--- src/rtl/score_digit_renderer_if.sv ---
// score_digit_renderer_if: the renderer's raster, score, glyph ROM and pixel signals.
interface score_digit_renderer_if #(parameter int SCORE_W = 14);
  logic               video_on;
  logic [9:0]         pixel_x;
  logic [9:0]         pixel_y;
  logic               frame_tick;
  logic [SCORE_W-1:0] score_in;
  logic               score_load;
  logic               busy;
  logic [3:0]         digit_sel;
  logic [4:0]         rom_row;
  logic [4:0]         rom_col;
  logic [11:0]        rom_color;
  logic               pixel_on;
  logic [11:0]        pixel_rgb;
  modport master (
    output video_on, pixel_x, pixel_y, frame_tick, score_in, score_load, rom_color,
    input  busy, digit_sel, rom_row, rom_col, pixel_on, pixel_rgb
  );
  modport slave (
    input  video_on, pixel_x, pixel_y, frame_tick, score_in, score_load, rom_color,
    output busy, digit_sel, rom_row, rom_col, pixel_on, pixel_rgb
  );
endinterface

--- src/rtl/score_digit_renderer.sv ---
// score_digit_renderer: double-dabble a binary score into BCD, commit it at frame_tick
// and draw it from the shared digit glyph ROM with leading-zero blanking.
module score_digit_renderer #(
  parameter int          NUM_DIGITS = 4,
  parameter int          SCORE_W    = 14,
  parameter int          X0         = 64,
  parameter int          Y0         = 16,
  parameter logic [11:0] FG_RGB     = 12'hFFF
) (
  input logic                  clk,
  input logic                  reset_n,
  score_digit_renderer_if.slave bus
);
  localparam int BW   = 4 * NUM_DIGITS;
  localparam int MAXI = 10 ** NUM_DIGITS - 1;
  localparam int CW   = $clog2(SCORE_W + 1);
  localparam logic [9:0] XL = 10'(X0);
  localparam logic [9:0] XH = 10'(X0 + 32 * NUM_DIGITS);
  localparam logic [9:0] YL = 10'(Y0);
  localparam logic [9:0] YH = 10'(Y0 + 32);
  typedef enum logic [1:0] {IDLE, CONVERT, HOLD} state_t;
  state_t             state, state_n;
  logic [SCORE_W-1:0] bin, bin_n;
  logic [BW-1:0]      bcd, bcd_n, adj;
  logic [CW-1:0]      cnt, cnt_n;
  logic               commit;
  logic [3:0]         disp [NUM_DIGITS];
  logic [9:0]         dx;
  logic [4:0]         dy;
  logic               hit, lead, own_d1, on_next;
  logic [3:0]         sel;
  always_ff @(posedge clk) begin
    if (!reset_n) begin
      state <= IDLE;
      bin   <= '0;
      bcd   <= '0;
      cnt   <= '0;
    end else begin
      state <= state_n;
      bin   <= bin_n;
      bcd   <= bcd_n;
      cnt   <= cnt_n;
    end
  end
  always_comb begin
    state_n = state;
    bin_n   = bin;
    bcd_n   = bcd;
    cnt_n   = cnt;
    commit  = 1'b0;
    adj     = bcd;
    for (int i = 0; i < NUM_DIGITS; i++)
      adj[4*i +: 4] = bcd[4*i +: 4] >= 4'd5 ? bcd[4*i +: 4] + 4'd3 : bcd[4*i +: 4];
    case (state)
      IDLE: if (bus.score_load) begin
        state_n = CONVERT;
        bin_n   = 32'(bus.score_in) > MAXI ? SCORE_W'(MAXI) : bus.score_in;
        bcd_n   = '0;
        cnt_n   = '0;
      end
      CONVERT: begin
        bcd_n   = {adj[BW-2:0], bin[SCORE_W-1]};
        bin_n   = bin << 1;
        cnt_n   = cnt + 1'b1;
        state_n = cnt == CW'(SCORE_W - 1) ? HOLD : CONVERT;
      end
      HOLD: if (bus.frame_tick) begin
        commit  = 1'b1;
        state_n = IDLE;
      end
      default: state_n = IDLE;
    endcase
  end
  assign bus.busy = state != IDLE;
  // disp[0] is the most significant digit; only updated in vertical blank
  always_ff @(posedge clk) begin
    if (!reset_n)
      for (int i = 0; i < NUM_DIGITS; i++) disp[i] <= 4'd0;
    else if (commit)
      for (int i = 0; i < NUM_DIGITS; i++) disp[i] <= bcd[4*(NUM_DIGITS-1-i) +: 4];
  end
  always_comb begin
    dx   = bus.pixel_x - XL;
    dy   = bus.pixel_y[4:0] - YL[4:0];
    hit  = bus.pixel_x >= XL && bus.pixel_x < XH && bus.pixel_y >= YL && bus.pixel_y < YH;
    sel  = 4'hF;
    lead = 1'b1;
    for (int i = 0; i < NUM_DIGITS; i++) begin
      lead = lead & (disp[i] == 4'd0);
      if (hit && dx[9:5] == 5'(i) && !(lead && i != NUM_DIGITS - 1)) sel = disp[i];
    end
  end
  assign bus.rom_col = dx[4:0];
  assign bus.rom_row = dy;
  assign on_next     = own_d1 && bus.rom_color != 12'hFFF;
  always_ff @(posedge clk) begin
    if (!reset_n) begin
      bus.digit_sel <= 4'hF;
      own_d1        <= 1'b0;
      bus.pixel_on  <= 1'b0;
      bus.pixel_rgb <= 12'h000;
    end else begin
      bus.digit_sel <= sel;
      own_d1        <= sel != 4'hF && bus.video_on;
      bus.pixel_on  <= on_next;
      bus.pixel_rgb <= on_next ? FG_RGB : 12'h000;
    end
  end
endmodule
--- src/flat_wrapper.sv ---
// flat-port wrapper written by rule: the top's interface ports become plain ports
module score_digit_renderer_flat 
#(
  parameter int          NUM_DIGITS = 4,
  parameter int          SCORE_W    = 14,
  parameter int          X0         = 64,
  parameter int          Y0         = 16,
  parameter logic [11:0] FG_RGB     = 12'hFFF
)
  (clk, reset_n, bus_video_on, bus_pixel_x, bus_pixel_y, bus_frame_tick, bus_score_in, bus_score_load, bus_rom_color, bus_busy, bus_digit_sel, bus_rom_row, bus_rom_col, bus_pixel_on, bus_pixel_rgb);
  score_digit_renderer_if #(.SCORE_W(SCORE_W)) bus_i ();
  input logic clk;
  input logic reset_n;
  input wire logic [$bits(bus_i.video_on)-1:0] bus_video_on;
  input wire logic [$bits(bus_i.pixel_x)-1:0] bus_pixel_x;
  input wire logic [$bits(bus_i.pixel_y)-1:0] bus_pixel_y;
  input wire logic [$bits(bus_i.frame_tick)-1:0] bus_frame_tick;
  input wire logic [$bits(bus_i.score_in)-1:0] bus_score_in;
  input wire logic [$bits(bus_i.score_load)-1:0] bus_score_load;
  input wire logic [$bits(bus_i.rom_color)-1:0] bus_rom_color;
  output wire logic [$bits(bus_i.busy)-1:0] bus_busy;
  output wire logic [$bits(bus_i.digit_sel)-1:0] bus_digit_sel;
  output wire logic [$bits(bus_i.rom_row)-1:0] bus_rom_row;
  output wire logic [$bits(bus_i.rom_col)-1:0] bus_rom_col;
  output wire logic [$bits(bus_i.pixel_on)-1:0] bus_pixel_on;
  output wire logic [$bits(bus_i.pixel_rgb)-1:0] bus_pixel_rgb;
  assign bus_i.video_on = bus_video_on;
  assign bus_i.pixel_x = bus_pixel_x;
  assign bus_i.pixel_y = bus_pixel_y;
  assign bus_i.frame_tick = bus_frame_tick;
  assign bus_i.score_in = bus_score_in;
  assign bus_i.score_load = bus_score_load;
  assign bus_i.rom_color = bus_rom_color;
  assign bus_busy = bus_i.busy;
  assign bus_digit_sel = bus_i.digit_sel;
  assign bus_rom_row = bus_i.rom_row;
  assign bus_rom_col = bus_i.rom_col;
  assign bus_pixel_on = bus_i.pixel_on;
  assign bus_pixel_rgb = bus_i.pixel_rgb;
  score_digit_renderer #(.NUM_DIGITS(NUM_DIGITS), .SCORE_W(SCORE_W), .X0(X0), .Y0(Y0), .FG_RGB(FG_RGB)) u_core (.clk(clk), .reset_n(reset_n), .bus(bus_i));
endmodule
--- config.mk ---
export PLATFORM = sky130hd
export DESIGN_NAME = score_digit_renderer_flat
export DESIGN_NICKNAME = d
export VERILOG_FILES = /design/src/rtl/score_digit_renderer_if.sv /design/src/rtl/score_digit_renderer.sv /design/src/flat_wrapper.sv
export SDC_FILE = /design/constraint.sdc
export NUM_CORES = 1
export LEC_CHECK = 0
export CAP_MARGIN = 20
export CORE_MARGIN = 1.5
export CORE_UTILIZATION = 49
export CTS_CLUSTER_SIZE = 24
export DETAILED_ROUTE_END_ITERATION = 12
export PLACE_DENSITY_LB_ADDON = 0.12
export SYNTH_ARGS = -nofsm -noshare
export SYNTH_HDL_FRONTEND = slang
export SYNTH_SLANG_ARGS = --single-unit
--- constraint.sdc ---
create_clock -name clk -period 2.4 [get_ports clk]
set_input_delay 0.48 -clock clk [delete_from_list [all_inputs] [get_ports clk]]
set_output_delay 0.48 -clock clk [all_outputs]
set_load 0.02 [all_outputs]
==> results.sh <==
export IMPL_synth_cell_types=51
export IMPL_post_route_period_util=0.8947
export IMPL_syn_num_nets=393
export IMPL_postCtsHoldBufs=0
export IMPL_path_clk_slew_ns=0.07
export IMPL_cts_sinks=58
export IMPL_cp_num_buf_inv=1
export IMPL_crit_chain="or2_2 > clkdlybuf4s50_1"
export IMPL_crit_slowest_cell="clkdlybuf4s50_1"
export IMPL_slowest_delay_ns=0.59
export IMPL_gp_congestion=0.9267
export IMPL_dp_hpwl_um=4815
export IMPL_final_setup_viol_count=0
export IMPL_design_core_area_um2=6026
export IMPL_syn_inst=329
export IMPL_die_h_um=82.60
export IMPL_postCtsSetupRepairBufs=0
export IMPL_synth_edf_count=16
export IMPL_grt_usage=0.2043
export IMPL_avgSynthCellArea_um2=9.435
export IMPL_portBuffers=70
export IMPL_hold_violations=0
export IMPL_endpoint_kind="primary output"
export IMPL_routed_wl_um=6506
export IMPL_crit_required_ns=1.92
export IMPL_die_area_um2=6822
export IMPL_htree_levels=3
export IMPL_period_needed_ns=2.147
export IMPL_ys_seq_area_frac=0.4256
export IMPL_dr_pass1_iters=4
export IMPL_cts_resized=0
export IMPL_crit_type="flip-flop to primary output"
export IMPL_drt_iter0_drc=128
export IMPL_ys_seq_elements=58
export IMPL_synth_area_leaders="dfxtp_1 (27%), edfxtp_1 (15%), ha_1 (5.2%)"
export IMPL_run_status="finished, final reports clean"
export IMPL_hp_class="flip-flop to flip-flop"
export IMPL_die_w_um=82.60
export IMPL_finalMaxSlewViolations=0
export IMPL_synth_top_area_share=0.2709
export IMPL_dominantRegCellSynth="dfxtp_1"
export IMPL_tightest_slew_ns=0.6028
export IMPL_synth_async_reset_ratio=0
export IMPL_vdd_drop_max_uv=432.6
export IMPL_grt_pass1_vias=2293
export IMPL_cts_buffers=9
export IMPL_overflow=0
export IMPL_post_drt_wl_per_cell_um=13.96
export IMPL_cp_data_arrival_time_ns=1.67
export IMPL_num_vias=2525
export IMPL_area_growth_pct=27.61
export IMPL_yosysWarnings=0
export IMPL_path_delay_family="buffers and inverters"
export IMPL_yosysTopAreaCell="dfxtp_1"
export IMPL_cp_start_kind="flip-flop"
export IMPL_antenna_cells=0
export IMPL_fin_skew_ns=0.01035
export IMPL_insertion_delay_ns=0.33
export IMPL_initial_core_util=0.5152
export IMPL_syn_cell_area_um2=3104
export IMPL_setup_tns_ns=0
export IMPL_finalNetCount=450
export IMPL_rows=28
export IMPL_maxCapViolCount=0
export IMPL_powerDensity_nw_per_um2=561.5
export IMPL_path_max_fanout=10
export IMPL_viasPerCell=5.418
export IMPL_io_pins=79
export IMPL_ant_nets=0
export IMPL_grt_max_degree=31
export IMPL_antenna_found_initial=0
export IMPL_cts_buffer_depth=2
export IMPL_cts_root_buf="clkbuf_8"
export IMPL_p_leak_nw=1.476
export IMPL_rsz0062_at_grt="no"
export IMPL_grt_pass1_wl_um=10630
export IMPL_relSlewSlack=0.5981
export IMPL_fmax_mhz=465.7
export IMPL_drc=0
export IMPL_total_power_mw=2.224
export IMPL_tritoncts="done"
export IMPL_drive_above_1_share=0.09207
cell usage in the layout (no fill, tap or decap), types with 4 or more instances in the layout:
cell              n
nand2_1          22
edfxtp_1         16
a21boi_0         11
o21ai_0          18
inv_1            14
clkbuf_8         10
nand2b_1          7
buf_4            10
clkdlybuf4s50_1  70
nand4_1           4
a22oi_1           6
xnor2_1           5
o221ai_1          6
and2_1           21
xor2_1            4
ha_1             13
nor3_1            9
and3_1            5
nor4_1            4
nor2_1           14
nor2b_1          11
mux2i_1           5
dfxtp_1          42
a21oi_1          12
nand3_1           7
a221oi_1          4
routing by layer:
layer	vias up	wire, um	track usage
li1	1273	-	-
met2	94	2892	0.3390
met4	0	143	0.09667
met5	-	0	0
met3	14	479	0.04066
met1	1144	2990	0.2538
power breakdown:
group	switching (mW)	total (mW)	internal [mW]
combinational	0.126	0.273	0.147
clock	0.386	0.889	0.503
sequential	0.0249	1.06	1.04
final timing paths:
check / start / endpoint / slack (ns) / cells after the start
max: u_core.state[0] / bus_busy / 0.25 / 2
min: u_core.bin[3] / u_core.bin[3] / 0.47 / 2
max reg2reg: u_core.disp[0][0] / u_core.own_d1 / 0.29 / 5
min reg2reg: u_core.bin[3] / u_core.bin[3] / 0.47 / 2
cells in the mapped netlist, types with 6 or more instances:
library cell  count
a21boi_0         11
ha_1             13
nand3_1           7
buf_4            21
o221ai_1          6
edfxtp_1         16
o21ai_0          18
nor2_1           14
a22oi_1           6
nor2b_1          11
dfxtp_1          42
a21oi_1          12
inv_1            14
nor3_1            9
nand2_1          22
clkbuf_1         11
nand2b_1          7
and2_1           21
sequential cells by signal (all words and copies together) (netlist names):
register              flops
u_core.bcd               16
u_core.disp              16
u_core.bin               14
u_core.bus.digit_sel      4
u_core.cnt                4
u_core.state              2
u_core.bus.pixel_rgb      1
u_core.own_d1             1
cells by family (layout without fill, tap and decap cells):
kind of cell               after synthesis  in the layout  synth area share
and+or+nand+nor                        117            117            0.2128
buffers and inverters                   48            110           0.08383
xor gates and xnor gates                 9              9           0.02539
AOI/OAI and AO/OA                       76             76            0.1729
adders and majority gates               13             13           0.05240
muxes                                    8              8           0.02701
DFF                                     58             58            0.4256
layout make-up:
type                       count  area (um2)
clock inverter                 5       53.80
inverter                      14       52.55
tap                           75       93.84
clock buffer                  11       141.4
timing repair buffer          80       775.7
multi-input combinational    223        1523
sequential                    58        1321
fill                         509        2064
worst register-to-register path, cell delays in order (launching register included):
cell	delay [ns]
edfxtp_1	0.45
nor4_4	0.48
a41oi_2	0.18
a211o_1	0.34
a221o_1	0.27
o311a_1	0.28
metrics by stage:
stage	cell area, um2	util	hold slack [ns]	std cells	setup WS, ns
after floorplan	3104	-	0.4285	329	0.3750
after global placement	3766	0.6250	0.4536	450	0.1283
after detailed placement	3766	0.6250	0.4608	450	0.05389
after CTS	3961	0.6574	0.4701	466	0.2538
after global routing	3961	0.6574	0.4947	466	0.1677
final	3961	0.6574	0.4660	466	0.2527
Note: power is estimated with default switching activity, not from simulation.
==> patch 1 (same settings) <==
The 3 states of `state_t` get a one-hot encoding in 3 bits.
--- a/src/rtl/score_digit_renderer.sv
+++ b/src/rtl/score_digit_renderer.sv
@@ -18,7 +18,7 @@
   localparam logic [9:0] XH = 10'(X0 + 32 * NUM_DIGITS);
   localparam logic [9:0] YL = 10'(Y0);
   localparam logic [9:0] YH = 10'(Y0 + 32);
-  typedef enum logic [1:0] {IDLE, CONVERT, HOLD} state_t;
+  typedef enum logic [2:0] {IDLE = 3'b001, CONVERT = 3'b010, HOLD = 3'b100} state_t;
   state_t             state, state_n;
   logic [SCORE_W-1:0] bin, bin_n;
   logic [BW-1:0]      bcd, bcd_n, adj;
Check against the original RTL: same outputs for any inputs over 10 cycles, from zero or initial values and one cycle with reset_n low; not proved beyond that.
==> patch 1 against the original RTL <==
- area after synthesis grew 3.3%
- worst hold slack lost 0.013 ns
- power grew 2.6%
- wire length grew 7.9%
- design area grew 2.6%
- setup slack lost 0.19 ns
- maximum frequency shrank 8.3%
- sequential cell count grew 1
==> patch 1: results <==
[cells_and_area]
nNetsFinal = 470
layout-drive-gt1-share_pct = 10.7
n_antenna_cell = 0
fill_cells = 557
reg.largest.list = "u_core.bcd: 16 flops, u_core.disp: 16 flops, u_core.bin: 14 flops"
multi_input_area_mm2 = 0.00155

[routing]
wl_mm = 7.02
wl_per_cell_um = 14.4
drt_iter0_drc = 59
via_per_inst = 5.48
first_pass_iters = 4

[synthesis]
yosysUniqueCellTypes = 55
synth-edff-count = 16
yosysSeqAreaShare_pct = 41.8
async_flop_share_pct = 0
synthCells = 350
synthTopCellsByArea = "dfxtp_1 (27%), edfxtp_1 (15%), buf_4 (5.2%)"
synth_fp_nets = 414
synth_common_cells = "dfxtp_1 (43), a21oi_1 (26), nor2_1 (26), nor3_1 (24), buf_4 (22)"

[setup_path]
ff2ff_path_depth = 5
crit_path_top_delay_cell = "clkdlybuf4s50_1"
r2r_setup_slack_ns = 0.45
critPathArrivalTime_ns = 2.57
startpoint = "bus_pixel_x[6]"
endpoint = "u_core.bus.digit_sel[3]"
crit_fanout = 4
worst-setup-path-type = "primary input to flip-flop"
r2r_start = "u_core.state[0]"
cp_top_family = "simple AND/OR/NAND/NOR gates"
slowest_delay_ns = 0.55
r2r_end = "u_core.bin[7]"

[pwr]
power_frac_clock_pct = 41.1
vdd_drop_max_v = 0.000373
p_seq_mw = 1.07
p_int_mw = 1.75
p_switching_mw = 0.529
power.leakage_nw = 1.47

[cts]
cts_root_buf = "clkbuf_8"
clk_pin_slew_worst_paths_ns = 0.07
ctsResizeCount = 0
htree_num_levels = 3
insertion_delay_ns = 0.34
clockBufferDepth = 2

[placement]
place_area_mm2 = 0.00385
portBuffers = 70
pre_cts_slack_ns = -0.296
hpwl_mm = 4.94
place_congestion = 0.904
dp.cells = 472

[global_route]
track_usage_pct = 20.6
grt_pass1_wl_mm = 11.4
grt_max_degree = 36
grt_pass1_vias = 2555
antenna_found_initial = 0

[timing]
slew_headroom_pct = 49.6
post-route-period-util_pct = 97.6
fin_worst_skew_ns = 0.00819

[run_status]
status = "completed"

[hold_path]
hold_path.class = "flip-flop to flip-flop"
==> patch 1: cell types whose count changed after synthesis, moves of 4 or more <==
cell      unedited run  this run
nor2_1              14        26
and2_1              21        11
a21oi_1             12        26
a22oi_1              6         1
a31oi_1              0         4
nand2_1             22        16
nor2b_1             11         1
nor3_1               9        24
inv_1               14        20
a21boi_0            11         0
and3_1               5         0
nand3_1              7        18
==> patch 1: cell families after synthesis <==
| group | after synthesis | synth area share [%] |
|---|---|---|
| compound gates | 73 | 15.6 |
| simple gates | 131 | 22.4 |
| fa+ha+maj | 13 | 5.07 |
| mux | 8 | 2.62 |
| buf+inv | 57 | 10.0 |
| xor+xnor | 9 | 2.46 |
| flops | 59 | 41.8 |
==> patch 1: worst min path at each step <==
stage | start | end | slack [ns] | cells after the start
6_report | u_core.bin[13] | u_core.bcd[0] | 0.45 | 2
5_1_grt | u_core.bin[13] | u_core.bcd[0] | 0.46 | 2
4_1_cts | u_core.bin[13] | u_core.bcd[0] | 0.45 | 2
3_5_place_dp | u_core.bin[13] | u_core.bcd[0] | 0.44 | 2
3_3_place_gp | u_core.bin[13] | u_core.bcd[0] | 0.44 | 2
2_1_floorplan | u_core.own_d1 | u_core.bus.pixel_rgb[10] | 0.43 | 1
==> patch 1: area by class of cell <==
cell class	instances	area share, %
multi-input cells	234	38.2
inverters	21	1.94
well taps	77	2.37
clock inverters	4	1.14
flip-flops and latches	59	33.0
clock buffers	12	4.06
repair buffers	81	19.3
==> patch 1: worst register-to-register path, cell delays in order (launching register included) <==
cell,delay (ns)
dfxtp_1,0.41
or3b_1,0.42
or2_4,0.35
a21oi_2,0.42
a222oi_1,0.16
nor2_1,0.13
==> patch 1: layer usage <==
metal  share of wire [%]  track usage (%)
met5                   0                0
met2                  49             35.6
met3                 6.2             7.22
met1                  43             23.2
met4                 1.6             7.90
==> patch 2 (same flow settings) <==
Without the edit above. `NUM_DIGITS` is set to 4 in 2 places; all go to 6.
--- a/src/rtl/score_digit_renderer.sv
+++ b/src/rtl/score_digit_renderer.sv
@@ -1,7 +1,7 @@
 // score_digit_renderer: double-dabble a binary score into BCD, commit it at frame_tick
 // and draw it from the shared digit glyph ROM with leading-zero blanking.
 module score_digit_renderer #(
-  parameter int          NUM_DIGITS = 4,
+  parameter int          NUM_DIGITS = 6,
   parameter int          SCORE_W    = 14,
   parameter int          X0         = 64,
   parameter int          Y0         = 16,
--- a/src/flat_wrapper.sv
+++ b/src/flat_wrapper.sv
@@ -1,7 +1,7 @@
 // flat-port wrapper written by rule: the top's interface ports become plain ports
 module score_digit_renderer_flat 
 #(
-  parameter int          NUM_DIGITS = 4,
+  parameter int          NUM_DIGITS = 6,
   parameter int          SCORE_W    = 14,
   parameter int          X0         = 64,
   parameter int          Y0         = 16,
Function: changed (a bounded check fails within 4 cycles, from zero or initial values and one cycle with reset_n low).
==> patch 2 against the original RTL <==
- area after synthesis up 27%
- sequential cell count up 16
- clock power up 6.0%
- power up 15%
- design area up 23%
- setup slack worse by 0.22 ns
- wire length up 19%
- synthesized cell count up 32%
- first-iteration DRC count down 3.9%
- critical path type is now flip-flop to flip-flop
- largest cell class unchanged
- largest power group unchanged
- highest routed layer unchanged
==> patch 2: results <==
[global_route]
grt_pass1_wl_mm = 13.1
grt_max_degree = 39
track_usage_pct = 18.9
grt_pass1_vias = 2987
antenna_found_initial = 0

[placement]
hpwl_mm = 5.39
dp.cells = 575
portBuffers = 60
place_area_mm2 = 0.00461
place_congestion = 0.887
pre_cts_slack_ns = -0.417

[cells_and_area]
reg.largest.list = "u_core.bcd: 24 flops, u_core.disp: 24 flops, u_core.bin: 14 flops"
layout-drive-gt1-share_pct = 11.1
stdcell_count = 596
nNetsFinal = 555
fill_cells = 689

[synthesis]
synthTopCellsByArea = "dfxtp_1 (25%), edfxtp_1 (18%), ha_1 (4.7%)"
synth_common_cells = "dfxtp_1 (50), nand2_1 (46), and2_1 (25), nor2b_1 (25), edfxtp_1 (24)"
synth_fp_nets = 501
yosysUniqueCellTypes = 46
yosysSeqAreaShare_pct = 43.5

[pwr]
vdd_drop_max_v = 0.000269
power.leakage_nw = 1.92

[hold_path]
holdPathStages = 1
hp-start = "u_core.own_d1"
hold_end = "u_core.bus.pixel_rgb[10]"

[routing]
drt_iter0_drc = 123
wl_mm = 7.77
first_pass_iters = 5

[setup_path]
ff2ff_path_depth = 7
startpoint = "u_core.disp[0][7]"
critPathArrivalTime_ns = 2.59
r2r_setup_slack_ns = 0.03

[timing]
fin_worst_skew_ns = 0.0116
tightest_slew_ns = 0.644
hold_ws_ns = 0.452

[run_status]
status = "completed"

[cts]
clockBufferDepth = 2
-- patch 2: cell count changes in the layout (fill, tap and decap cells not counted), moves of 6 or more --
| cell | unedited run | this run |
|---|---|---|
| a21oi_1 | 12 | 18 |
| a22oi_1 | 6 | 14 |
| buf_4 | 10 | 24 |
| clkdlybuf4s50_1 | 70 | 60 |
| dfxtp_1 | 42 | 50 |
| edfxtp_1 | 16 | 24 |
| inv_1 | 14 | 20 |
| nand2_1 | 22 | 46 |
| nand3_1 | 7 | 21 |
| nor2b_1 | 11 | 24 |
| nor3_1 | 9 | 16 |
| o211a_1 | 2 | 14 |
-- patch 2: layout make-up --
| type | count | area share, % |
|---|---|---|
| Tap cell | 102 | 2.62 |
| Multi-Input combinational cell | 298 | 39.7 |
| Inverter | 20 | 1.54 |
| Clock inverter | 3 | 0.411 |
| Timing Repair Buffer | 86 | 16.7 |
| Sequential cell | 74 | 35.3 |
| Clock buffer | 13 | 3.70 |
-- patch 2: critical path, stage by stage, from the launching register on --
cell and delay, ns:
edfxtp_1 0.39, or4_4 0.59, nor4_4 0.34, buf_6 0.18, a211oi_1 0.07, a21oi_1 0.19, o22ai_1 0.14, o311a_1 0.35
-- patch 2: cells by family after synthesis --
family	count (synthesis)	share of synthesized area [%]
AO/OA/AOI/OAI	95	16.8
XOR/XNOR	11	2.44
adder cells (fa/ha/maj)	15	4.75
buffers and inverters	63	8.16
flip-flops	74	43.5
AND/OR/NAND/NOR	177	24.4
-- patch 2: worst max path at each step --
stage | end | slack, ns | cells past startpoint
6_report | u_core.own_d1 | 0.03 | 7
5_1_grt | u_core.own_d1 | -0.05 | 6
4_1_cts | u_core.own_d1 | 0.04 | 6
3_5_place_dp | u_core.own_d1 | -0.42 | 9
3_3_place_gp | u_core.own_d1 | -0.36 | 9
2_1_floorplan | u_core.own_d1 | -0.02 | 7
-- patch 2: metrics by stage --
stage	utilization (%)	total power, mW
2_1_floorplan	-	1.54
3_3_place_gp	59.3	1.65
3_5_place_dp	59.3	1.65
4_1_cts	62.1	2.59
5_1_grt	62.7	2.67
6_report	62.7	2.57
-- patch 2: power breakdown --
group | total, mW | switching, mW | internal, mW
logic | 0.276 | 0.130 | 0.146
clock network | 0.942 | 0.445 | 0.497
registers | 1.35 | 0.0236 | 1.33
total | 2.57 | 0.599 | 1.97
-- patch 2: per-layer routing --
metal  part of all wire (%)  vias to the layer above  track usage, %
li1                       -                     1628               -
met1                     47                     1456            23.3
met2                     45                       96            31.4
met3                    6.6                       13            4.52
met4                    1.6                        0            8.21
met5                      0                        -               0
-- patch 2: repair_timing --
item	4_1_cts	5_1_grt
gates resized for setup	2	5
endpoints found under the setup margin	1	2
pin swaps	1	5
buffers inserted	1	4
